$ cat config.mk
export PLATFORM = sky130hd
export DESIGN_NAME = posit_add_scheduler
export DESIGN_NICKNAME = d
export VERILOG_FILES = /design/src/rtl/posit_add_scheduler.sv
export SDC_FILE = /design/constraint.sdc
export NUM_CORES = 1
export LEC_CHECK = 0
export BUFFER_PORTS_ARGS = -buffer_cell sky130_fd_sc_hd__buf_2
export CAP_MARGIN = 20
export CORE_AREA = 2 2 199 201
export CTS_CLUSTER_SIZE = 14
export DETAILED_ROUTE_END_ITERATION = 10
export DIE_AREA = 0 0 201 203
export HOLD_SLACK_MARGIN = 0.1
export PLACE_DENSITY = 0.6
export REMOVE_ABC_BUFFERS = 1
export SETUP_SLACK_MARGIN = 0.1
export SYNTH_ARGS = -nofsm -noshare
export SYNTH_HDL_FRONTEND = slang
export SYNTH_SLANG_ARGS = --single-unit
$ cat constraint.sdc
create_clock -name clk -period 6.2 [get_ports clk]
set_input_delay 0.62 -clock clk [delete_from_list [all_inputs] [get_ports clk]]
set_output_delay 0.62 -clock clk [all_outputs]
set_load 0.05 [all_outputs]
$ cat src/rtl/posit_add_scheduler.sv
// Round-robin share of one posit adder across NREQ requesters; accept-to-res_valid is 1+LATENCY cycles.
// One op in flight per requester; a held result blocks that requester's next request until consumed.
module posit_add_scheduler #(
  parameter int NREQ    = 4,
  parameter int LATENCY = 1,
  parameter int NBITS   = 32
) (
  input  logic                  clk,
  input  logic                  rst_n,
  input  logic [NREQ-1:0]       req_valid,
  output logic [NREQ-1:0]       req_ready,
  input  logic [NREQ*NBITS-1:0] req_in1,
  input  logic [NREQ*NBITS-1:0] req_in2,
  output logic [NREQ-1:0]       res_valid,
  input  logic [NREQ-1:0]       res_ready,
  output logic [NREQ*NBITS-1:0] res_data,
  output logic [NREQ-1:0]       res_inf,
  output logic [NREQ-1:0]       res_zero,
  output logic [NBITS-1:0]      add_in1,
  output logic [NBITS-1:0]      add_in2,
  output logic                  add_start,
  input  logic [NBITS-1:0]      add_result,
  input  logic                  add_inf,
  input  logic                  add_zero,
  input  logic                  add_done,
  output logic                  busy,
  output logic                  err
);

  localparam int IDW = (NREQ > 1) ? $clog2(NREQ) : 1;

  typedef enum logic [1:0] {
    IDLE     = 2'd0,
    INFLIGHT = 2'd1,
    RESULT   = 2'd2
  } req_state_t;

  req_state_t     state_q [NREQ];
  req_state_t     state_d [NREQ];
  logic [IDW-1:0] rr_ptr;
  logic [NREQ-1:0] eligible;
  logic [NREQ-1:0] grant;
  logic           gnt_vld;
  logic [IDW-1:0] gnt_id;
  logic [IDW:0]   cand;
  logic [IDW-1:0] idx;
  logic [LATENCY-1:0] tag_vld;
  logic [IDW-1:0] tag_id [LATENCY];
  logic           tail_vld;
  logic [IDW-1:0] tail_id;

  assign tail_vld  = tag_vld[LATENCY-1];
  assign tail_id   = tag_id[LATENCY-1];
  assign req_ready = grant;

  always_comb begin
    eligible  = '0;
    res_valid = '0;
    busy      = 1'b0;
    for (int i = 0; i < NREQ; i++) begin
      eligible[i]  = rst_n & req_valid[i] & (state_q[i] == IDLE);
      res_valid[i] = (state_q[i] == RESULT);
      busy         = busy | (state_q[i] != IDLE);
    end
  end

  // Scan from rr_ptr with wrap; first eligible requester wins.
  always_comb begin
    grant   = '0;
    gnt_vld = 1'b0;
    gnt_id  = '0;
    cand    = '0;
    idx     = '0;
    for (int j = 0; j < NREQ; j++) begin
      cand = {1'b0, rr_ptr} + (IDW+1)'(j);
      if (cand >= (IDW+1)'(NREQ)) cand = cand - (IDW+1)'(NREQ);
      idx = cand[IDW-1:0];
      if (!gnt_vld && eligible[idx]) begin
        gnt_vld    = 1'b1;
        gnt_id     = idx;
        grant[idx] = 1'b1;
      end
    end
  end

  always_comb begin
    for (int i = 0; i < NREQ; i++) begin
      state_d[i] = state_q[i];
      unique case (state_q[i])
        IDLE:     if (grant[i]) state_d[i] = INFLIGHT;
        INFLIGHT: if (tail_vld && tail_id == IDW'(i)) state_d[i] = add_done ? RESULT : IDLE;
        RESULT:   if (res_ready[i]) state_d[i] = IDLE;
        default:  state_d[i] = IDLE;
      endcase
    end
  end

  always_ff @(posedge clk) begin
    if (!rst_n) begin
      for (int i = 0; i < NREQ; i++) state_q[i] <= IDLE;
      rr_ptr <= '0;
    end else begin
      for (int i = 0; i < NREQ; i++) state_q[i] <= state_d[i];
      if (gnt_vld) rr_ptr <= (gnt_id == IDW'(NREQ-1)) ? '0 : gnt_id + 1'b1;
    end
  end

  // Operands hold when idle so the adder inputs do not toggle needlessly.
  always_ff @(posedge clk) begin
    if (!rst_n) begin
      add_start <= 1'b0;
      add_in1   <= '0;
      add_in2   <= '0;
    end else begin
      add_start <= gnt_vld;
      if (gnt_vld) begin
        add_in1 <= req_in1[gnt_id*NBITS +: NBITS];
        add_in2 <= req_in2[gnt_id*NBITS +: NBITS];
      end
    end
  end

  always_ff @(posedge clk) begin
    if (!rst_n) begin
      tag_vld <= '0;
      for (int s = 0; s < LATENCY; s++) tag_id[s] <= '0;
    end else begin
      tag_vld[0] <= gnt_vld;
      tag_id[0]  <= gnt_id;
      for (int s = 1; s < LATENCY; s++) begin
        tag_vld[s] <= tag_vld[s-1];
        tag_id[s]  <= tag_id[s-1];
      end
    end
  end

  // A done without a live tag (or the reverse) is a sticky protocol error.
  always_ff @(posedge clk) begin
    if (!rst_n) begin
      res_data <= '0;
      res_inf  <= '0;
      res_zero <= '0;
      err      <= 1'b0;
    end else begin
      if (tail_vld && add_done) begin
        res_data[tail_id*NBITS +: NBITS] <= add_result;
        res_inf[tail_id]                 <= add_inf;
        res_zero[tail_id]                <= add_zero;
      end
      if (tail_vld != add_done) err <= 1'b1;
    end
  end

endmodule
==> results of run 1 <==
==> cell usage after synthesis, drive strengths merged, types with 6 or more instances <==
cell type	n	area [µm²]
nor3	8	45.0
nand3	13	65.1
a21oi	69	345
o221ai	64	561
inv	16	60.1
mux2	64	826
nor2b	135	845
buf	19	223
dfxtp	214	4280
a21boi	9	67.6
mux2i	66	661
ha	15	188
nor2	8	30.0
nor4	6	37.5
o21ai	7	35.0
clkbuf	66	248
a22oi	136	1020
nand2	24	90.1
==> worst paths after layout <==
kind,from,endpoint,depth (start not counted)
setup / recovery,rr_ptr[0],req_ready[3],8
setup reg to reg,rr_ptr[0],add_in2[31],10
hold reg to reg,res_inf[1],res_inf[1],2
hold / removal,req_in1[10],add_in1[10],3
==> cells by family after synthesis <==
kind of cell,after synthesis,share of synthesized area
compound gates,302,0.220
flops,214,0.430
simple gates,207,0.126
mux,131,0.152
buf+inv,101,0.0533
fa+ha+maj,15,0.0188
==> sequential cells by signal, summed over array words and instances (netlist names) <==
signal    flops
res_inf       4
tag_id        2
add_in1      32
res_data    128
err           1
rr_ptr        2
res_zero      4
tag_vld       1
add_in2      32
state_q       8
==> layout make-up <==
cell class	instances	area share
clock buffer	31	0.0490
multi-input combinational	655	0.374
antenna	9	0.00163
clock inverter	15	0.0170
sequential	214	0.309
inverter	16	0.00434
timing repair buffer	534	0.198
tap	518	0.0468
==> per-layer routing <==
layer  GRT usage  vias up  routed length [µm]
met5           0        -                   0
met3      0.0327       73                2600
met4      0.0780        0                1360
met2       0.323      401               19900
met1       0.215     4698               15700
li1            -     4603                   -
==> power groups by stage <==
stage / combinational (mW) / sequential, mW / clock [mW]
global route: 3.62 / 1.85 / 1.73
floorplan: 1.70 / 2.58 / 0
global placement: 3.39 / 1.83 / 0
finish: 3.42 / 1.81 / 1.63
detailed placement: 3.43 / 1.84 / 0
CTS: 3.43 / 1.81 / 1.68
==> worst min-delay path: cells and delay by family <==
family | cells | cell delay [ns]
multiplexers | 1 | 0.05
AO/OA/AOI/OAI | 1 | 0.12
buffers and inverters | 1 | 0.08
==> through the flow <==
step	worst slack [ns]	util
2_1_floorplan	0.995	-
3_3_place_gp	2.05	0.336
3_5_place_dp	1.95	0.336
4_1_cts	1.93	0.359
5_1_grt	1.75	0.360
6_report	1.95	0.360
==> impl_results.md, run 1 <==
- Outcome: finished, final reports clean
- Filler cells: 3934
- CP max stage cell: dfxtp_1
- Post_cts resized: 0
- Mapped Area: 9960 µm²
- Clk pwr share: 0.238
- DR WL/cell: ~20 µm
- Synth async-reset ratio: 0
- Most common cell after layout, fill and taps aside: buf_2
- Hold crit path type: in2reg
- Post-DP HPWL: slightly below 30000 µm
- Largest net degree at the start of global routing: 96
- Setup Total Neg Slack: 0 ns
- Core area: 38500 µm²
- Clk Latency, worst-skew pair: 0.53 ns
- Setup Viol. Count Final: 0
- DRT Wirelength: 39600 µm
- Clock skew: between 0.015 and 0.02 ns
- CP delay by family, top: compound AO/OA/AOI/OAI gates
- Reg2reg setup slack: 2.00 ns
- Register area share after synthesis: 0.430
- Post-route cell area: 13900 µm²
- Die Y: around 200 µm
- Fmax: 235 MHz
- Inst Count DP: 1936
- CP Cell Sequence: inv_1, ha_1, nor2b_1, a22o_1, nor3_2, a22oi_1, o21ai_0, buf_2
- Post-route insts no fill: 1992
- Initial DRC Count: ~540
- Sw power: 3.04 mW
- Critical Path RT: 5.58 ns
- Fin crit period: 4.25 ns
- Chip width: 201 µm
- Layout cell share with drive strength beyond 1: 0.450
- Cell Int Power: 3.83 mW
- Synth Instances: 970
- Placed inst area: 12900 µm²
- Layout Nets: between 1500 and 2000
- Final Cycle Share: 0.686
- CP max FO: 13
- Comb pwr share: 0.498
- Antenna Violating Nets Remaining: 0
- #FFs+latches synth: 214
- CTS max path bufs: 3
- Std cell rows: 72
- Worst Path Arrival: 3.63 ns
- Reg power frac: 0.264
- Final Max Slew Viols: 0
- Vias in the first global route: 9590
- Initial core utilization: 0.259
- Via count: 9775
- Most frequent cells in the layout: buf_2, dfxtp_1, a22oi_1, nor2b_1, a21oi_1
- Via density: 4.91
- Count of cell types in the netlist: 46
- Power Dens Cells: roughly 500 nW/µm²
- Yosys warnings: 0
- Number of synthesized flops with an enable pin: 0
- Global Route Usage Sum: 0.182
- Slew HR: 0.289
- Hold_buf cts: 0
- WHS: 0.380 ns
- TritonCTS clock tree: built
- IO Pins: 512
- Total power: 6.87 mW
- Maxcap violations: 0
- Pleak: 6.11 nW
- DR DRC count: 0
- Gr ovfl total: 0
- RSZ-0062 raised after global routing: false
- P&R area growth vs syn: 39.1%
- Post-CTS Setup Repair Bufs: 0
- Worst Max-Slew Pin Slew: 1.07 ns
- Startpoint Class: flip-flop
- Num CTS Buffers: 25
- Final RePlAce weighted congestion: 0.935
- CP Capture Type: output port
- Initial antenna violation count: 11
- Switching Fraction: 0.442
- Global-route wire length before repair: 57900 µm
- Syn Area/Cell: 10.3 µm²
- Max IR drop VDD: 0.339 mV
- First-pass DRT Iterations: 5
- Hold Vio Cnt, Final: 0
- Max incr delay on CP: 0.60 ns
- Reg clk slew, reported paths: ~0.06 ns
- Sequential Area: 4280 µm²
- Multi-input gate area: 5180 µm²
- Die area: 40800 µm²
- Main synth FF type: dfxtp_1
- Port-buffer cells: around 510
- H-Tree Depth: 1
- Setup CP Type: reg2out
- Worst path buffer plus inverter count: 2
- Root buffer selected by CTS: clkbuf_16
- Clock sinks: 214
Power figures use the tool's default switching activity.
==> run 2, diff against run 1 <==
Settings changed: ABC_AREA from default to 1, PLACE_DENSITY 0.6 to 0.68.
Clock period 6.2 ns to 3.7 ns, I/O delays scaled along.
==> impl_results.md, run 2 <==
- Outcome: finished, final reports clean
- Largest area contributor in the netlist: dfxtp_1
- CTS max path bufs: 3 (unchanged)
- Most frequent cell after synthesis: nand2_1
- Main synth FF type: dfxtp_1
- Layout cell share with drive strength beyond 1: 0.304 (-0.146)
- Global Route Usage Sum: 0.204 (+0.0218)
- Setup CP Type: reg2out
- DRT Wirelength: 43600 µm (+10%)
- Final RePlAce weighted congestion: 0.933 (-0.16%)
- Hold crit path type: in2reg
- Maxcap violations: 0 (unchanged)
- Sw power: 8.52 mW (+180%)
- Max IR drop VDD: 1.44 mV (+330%)
- Post_cts resized: 0 (unchanged)
- Worst Path Arrival: 2.85 ns (-0.78 ns)
- Layout Nets: 2612 (+48%)
- Post-DP HPWL: 31800 µm (+8.5%)
- Final Max Slew Viols: 0 (unchanged)
- #FFs+latches synth: 214 (unchanged)
- Max reg flops: 128 (unchanged)
- Power Dens Cells: 1010 nW/µm² (+100%)
- Total power: 15.9 mW (+130%)
- Reg clk slew, reported paths: 0.06 ns (about the same)
- Most common cell after layout, fill and taps aside: nand2_1
- Fmax: approximately 310 MHz
- Hold Vio Cnt, Final: 0 (unchanged)
- P&R area growth vs syn: 32.3%
- Largest net degree at the start of global routing: 222 (+130%)
- Clk pwr share: 0.165 (-0.073)
- Die area: 40800 µm² (unchanged)
- Clk Latency, worst-skew pair: 0.54 ns (about the same)
- Synth async-reset ratio: 0 (unchanged)
- CP max FO: 10 (-3)
- Mapped Area: 11800 µm² (+19%)
- Global-route wire length before repair: 67700 µm (+17%)
- Startpoint Class: flip-flop
- Root buffer selected by CTS: clkbuf_16
- Reg power frac: 0.187 (-0.077)
- Top cells by count, synth: nand2_1, inv_1, dfxtp_1
- Synth Instances: 1856 (+91%)
- Number of synthesized flops with an enable pin: 0 (unchanged)
- Core area: 38500 µm² (unchanged)
- Num CTS Buffers: 26 (+4.0%)
- IO Pins: 512 (unchanged)
- Clock skew: 0.0149 ns (-0.00253 ns)
- Setup Total Neg Slack: 0 ns (unchanged)
- H-Tree Depth: 1 (unchanged)
- Initial core utilization: 0.308 (+0.0487)
- Yosys warnings: 0 (unchanged)
- Count of cell types in the netlist: 34 (-26%)
- Post-CTS Setup Repair Bufs: 0 (unchanged)
- Antenna Violating Nets Remaining: 0 (unchanged)
- Final Cycle Share: 0.869
- Setup Viol. Count Final: 0 (unchanged)
- Register bank with the most flops: res_data
- Port-buffer cells: 511 (unchanged)
- Most frequent cells in the layout: nand2_1, buf_2, inv_1, dfxtp_1, nand4_1
- Switching Fraction: 0.537 (+0.0949)
- Vias in the first global route: 12900 (+35%)
- Hold_buf cts: 1 (+1)
- Comb pwr share: 0.648 (+0.150)
- First-pass DRT Iterations: 7 (+2)
- Syn Area/Cell: 6.38 µm² (-38%)
- Clock sinks: 214 (unchanged)
- Via count: 13600 (+40%)
- Fin crit period: approximately 3.2 ns
- DR WL/cell: 15.4 µm (-23%)
- Dominant cells by area after synthesis: dfxtp_1, nand2_1, nand4_1
- CP Capture Type: output port
- Die Y: 203 µm (unchanged)
- Synth top area share: 0.362 (-0.0681)
- Slew HR: 0.362 (+0.0730)
- Worst Max-Slew Pin Slew: 0.957 ns (-0.110 ns)
- WHS: 0.134 ns (-0.246 ns)
- Via density: 4.81 (-1.9%)
- Reg2reg setup slack: 0.53 ns (-1.47 ns)
- TritonCTS clock tree: built
- Cell Int Power: 7.34 mW (+92%)
- RSZ-0062 raised after global routing: false
- Gr ovfl total: 0 (unchanged)
- DR DRC count: 0 (unchanged)
- Initial antenna violation count: 11 (unchanged)
- Register area share after synthesis: 0.362 (-0.0681)
- Critical Path RT: 3.33 ns (-2.25 ns)
- Biggest regs: res_data: 128 flops, add_in1: 32 flops, add_in2: 32 flops
- Initial DRC Count: 730 (+35%)
- Std cell rows: 72 (unchanged)
- Pleak: 8.80 nW (+44%)
- Chip width: 201 µm (unchanged)
-- run 2: cell types whose count changed in the layout (fill, tap and decap cells not counted), moves of 64 or more --
cell and change:
a22oi_1 -128, inv_1 +204, mux2i_1 -66, nand2_1 +649
nand3_1 +74, nand4_1 +130, nor2b_1 -135, o21ai_0 +68
o221ai_1 -64
-- run 2: metal layers --
metal	share of wire	global-route usage
met1	0.40	0.240
met2	0.50	0.364
met3	0.071	0.0393
met4	0.032	0.0791
met5	0.00030	0
-- run 2: final timing paths --
check               startpoint             to  cells past startpoint
setup reg to reg     rr_ptr[1]    add_in1[13]                     13
setup / recovery     rr_ptr[1]   req_ready[1]                     11
hold / removal    res_ready[2]  state_q[2][1]                      4
hold reg to reg   res_data[61]   res_data[61]                      2
-- run 2: kinds of logic (layout without fill, tap and decap cells) --
kind of cell             after synthesis  count (layout)  share of synthesized area
flip-flops                           214             214                      0.362
buffers and inverters                357             812                      0.127
AO/OA/AOI/OAI                        222             222                     0.0994
other                                  0               7                          0
adder cells (fa/ha/maj)               15              15                     0.0159
AND/OR/NAND/NOR                     1048            1048                      0.396
-- run 2: stage by stage --
step	utilization	setup slack, ns	cell area, µm²	instances
after global routing	0.407	0.299	15700	2836
after global placement	0.384	0.713	14800	2785
after CTS	0.407	0.458	15600	2829
after floorplan	-	-3.02	11200	1724
final	0.407	0.484	15700	2836
after detailed placement	0.384	0.550	14800	2785
-- run 2: layout make-up --
type	instances	area, µm²
fillers	4106	22800
multi-input cells	1285	6090
flip-flops and latches	214	4280
repair buffers	544	2900
inverters	225	847
clock buffers	33	727
well taps	518	648
clock inverters	10	146
diodes	7	17.5
-- run 2: power by group through the flow --
stage | sequential, mW | clock [mW] | combinational, mW
CTS | 2.97 | 2.69 | 10.3
global placement | 3.00 | 0 | 10.1
global route | 3.01 | 2.79 | 11.5
finish | 2.97 | 2.62 | 10.3
detailed placement | 3.00 | 0 | 10.3
floorplan | 4.18 | 0 | 5.47
-- run 2: critical path, stage by stage (launching register included) --
cell and delay (ns):
dfxtp_1 0.51, inv_1 0.22, ha_1 0.39, inv_1 0.11, nand2_2 0.11, nand2_4 0.09, nor2_4 0.15, nand2_2 0.08
nor2_4 0.17, nand2_1 0.10, nand2_1 0.09, buf_2 0.29
==> run 3, diff against run 2 <==
Settings changed: ABC_AREA 1 to default, PLACE_DENSITY 0.68 to 0.62, TNS_END_PERCENT from default to 20.
==> impl_results.md, run 3 (synthesized netlist as in run 1, its figures left out) <==
- Largest net degree at the start of global routing: 114 (-49%)
- Die area: 40800 µm² (unchanged)
- Worst Max-Slew Pin Slew: 0.949 ns (-0.00835 ns)
- Inst Count DP: 1939 (-30%)
- Post-DP HPWL: 28300 µm (-11%)
- CP Cell Sequence: inv_1, ha_2, nand2_1, or4_1, a31oi_1, a31o_2, a22oi_1, o21ai_0, buf_4
- Initial antenna violation count: 2 (-9)
- Chip width: 201 µm (unchanged)
- Port-buffer cells: 511 (unchanged)
- Antenna Cells: 0 (-7)
- Post-route cell area: 13800 µm² (-12%)
- Num CTS Buffers: 25 (-3.8%)
- Global Route Usage Sum: 0.177 (-0.0268)
- Worst slack, placed: 0.265 ns (-0.285 ns)
- CP max stage cell: ha_2
- Worst path buffer plus inverter count: 2 (-1)
- First-pass DRT Iterations: 5 (-2)
- Setup CP Type: reg2out
- Register bank with the most flops: res_data
- WHS: 0.129 ns (-0.00568 ns)
- Most common cell after layout, fill and taps aside: buf_2
- Via count: 9787 (-28%)
- Initial core utilization: 0.259 (-0.0487)
- Initial DRC Count: 453 (-38%)
- Detail Route met3 WL: 2720 µm (-12%)
- CP Capture Type: output port
- Layout cell share with drive strength beyond 1: 0.447 (+0.143)
- Root buffer selected by CTS: clkbuf_16
- Maxcap violations: 0 (unchanged)
- Most frequent cells in the layout: buf_2, dfxtp_1, a22oi_1, nor2b_1, a21oi_1
- P&R area growth vs syn: 38.6%
- TritonCTS clock tree: built
- Setup Viol. Count Final: 0 (unchanged)
- Sequential Area: 4290 µm² (+0.12%)
- Std cell rows: 72 (unchanged)
- Via density: 4.91 (+2.1%)
- Die Y: 203 µm (unchanged)
- Worst Path Arrival: 3.09 ns (+0.24 ns)
- Max IR drop VDD: 0.571 mV (-60%)
- Post-route insts no fill: 1992 (-30%)
- Power Dens Cells: 804 nW/µm² (-21%)
- CTS max path bufs: 3 (unchanged)
- Final worst slack: 0.240 ns (-0.244 ns)
- Reg clk slew, reported paths: 0.06 ns (about the same)
- Antenna Violating Nets Remaining: 0 (unchanged)
- DR WL/cell: 19.2 µm (+25%)
- Fin crit period: 3.46 ns (+0.244 ns)
- Multi-input gate area: 5180 µm² (-15%)
- Fmax: 289 MHz (-7.0%)
- Highest Signal Layer: met5
- Biggest regs: res_data: 128 flops, add_in1: 32 flops, add_in2: 32 flops
- Core Util, Final: 0.359 (-0.0482)
- M1 WL: 15200 µm (-12%)
- Final Cycle Share: 0.935 (+0.0659)
- Outcome: finished, final reports clean
- Placed inst area: 12900 µm² (-12%)
- Final Max Slew Viols: 0 (unchanged)
- Max incr delay on CP: 0.42 ns (-0.09 ns)
- DRT Wirelength: 38200 µm (-12%)
- Gr ovfl total: 0 (unchanged)
- IO Pins: 512 (unchanged)
- DR DRC count: 0 (unchanged)
- Core area: 38500 µm² (unchanged)
- CP delay by family, top: compound AO/OA/AOI/OAI gates
- Pleak: 6.09 nW (-31%)
- Hold Vio Cnt, Final: 0 (unchanged)
- Critical Path RT: 3.33 ns (about the same)
- Final RePlAce weighted congestion: 0.919 (-1.5%)
- Clock sinks: 214 (unchanged)
- Hold crit path type: in2reg
- Filler cells: 3982 (-3.0%)
- Max reg flops: 128 (unchanged)
- Startpoint Class: flip-flop
- Slew HR: 0.368 (+0.00557)
- Global-route wire length before repair: 56900 µm (-16%)
- Clock skew: 0.00784 ns (-0.00704 ns)
- RSZ-0062 raised after global routing: true
- Met2 routed WL: 19000 µm (-12%)
- Vias in the first global route: 9820 (-24%)
- CP max FO: 9 (-1)
- Clk Latency, worst-skew pair: 0.54 ns (about the same)
- Layout Nets: 1773 (-32%)
- Reg2reg setup slack: 0.47 ns (-0.06 ns)
- H-Tree Depth: 1 (unchanged)
## run 3: metrics by stage
step | power, mW | TNS, ns
finish | 11.1 | 0
global route | 11.6 | 0
CTS | 11.2 | 0
detailed placement | 8.76 | 0
global placement | 8.69 | 0
floorplan | 7.18 | -196.34
## run 3: routing by layer
layer | track usage | vias to the layer above
met2 | 0.315 | 438
met5 | 0 | -
met4 | 0.0595 | 2
met3 | 0.0404 | 67
li1 | - | 4613
met1 | 0.209 | 4667
## run 3: cell type report
class                   instances  share of cell area
clock buffers                  38              0.0518
clock inverters                 6             0.00326
inverters                      16             0.00462
multi-input cells             655               0.376
flip-flops and latches        214               0.311
well taps                     518              0.0470
repair buffers                545               0.207
## run 3: path summary, 6_finish.rpt
path,cells past startpoint,startpoint,endpoint
worst max-delay path,9,rr_ptr[1],req_ready[1]
worst min-delay path,3,req_in2[32],add_in2[0]
worst max register to register,10,rr_ptr[1],add_in2[22]
worst min register to register,2,res_inf[2],res_inf[2]
## run 3: tightest hold or removal path: cells and delay by family
kind / cells / cell delay [ns]
buffers and inverters: 1 / 0.08
muxes: 1 / 0.06
AOI/OAI and AO/OA: 1 / 0.12
## run 3: power breakdown
group,internal [mW],leakage [nW],switching [mW]
sequential,2.74,1.75,0.314
clock,1.33,0.377,0.993
combinational,1.99,3.97,3.73
## run 3: what timing repair did
item / CTS / global route
resized for setup: 5 / 7
setup buffers: 0 / 1
hold buffers: 8 / 0
hold endpoints to repair: 7 / 0
setup endpoints to repair: 4 / 4
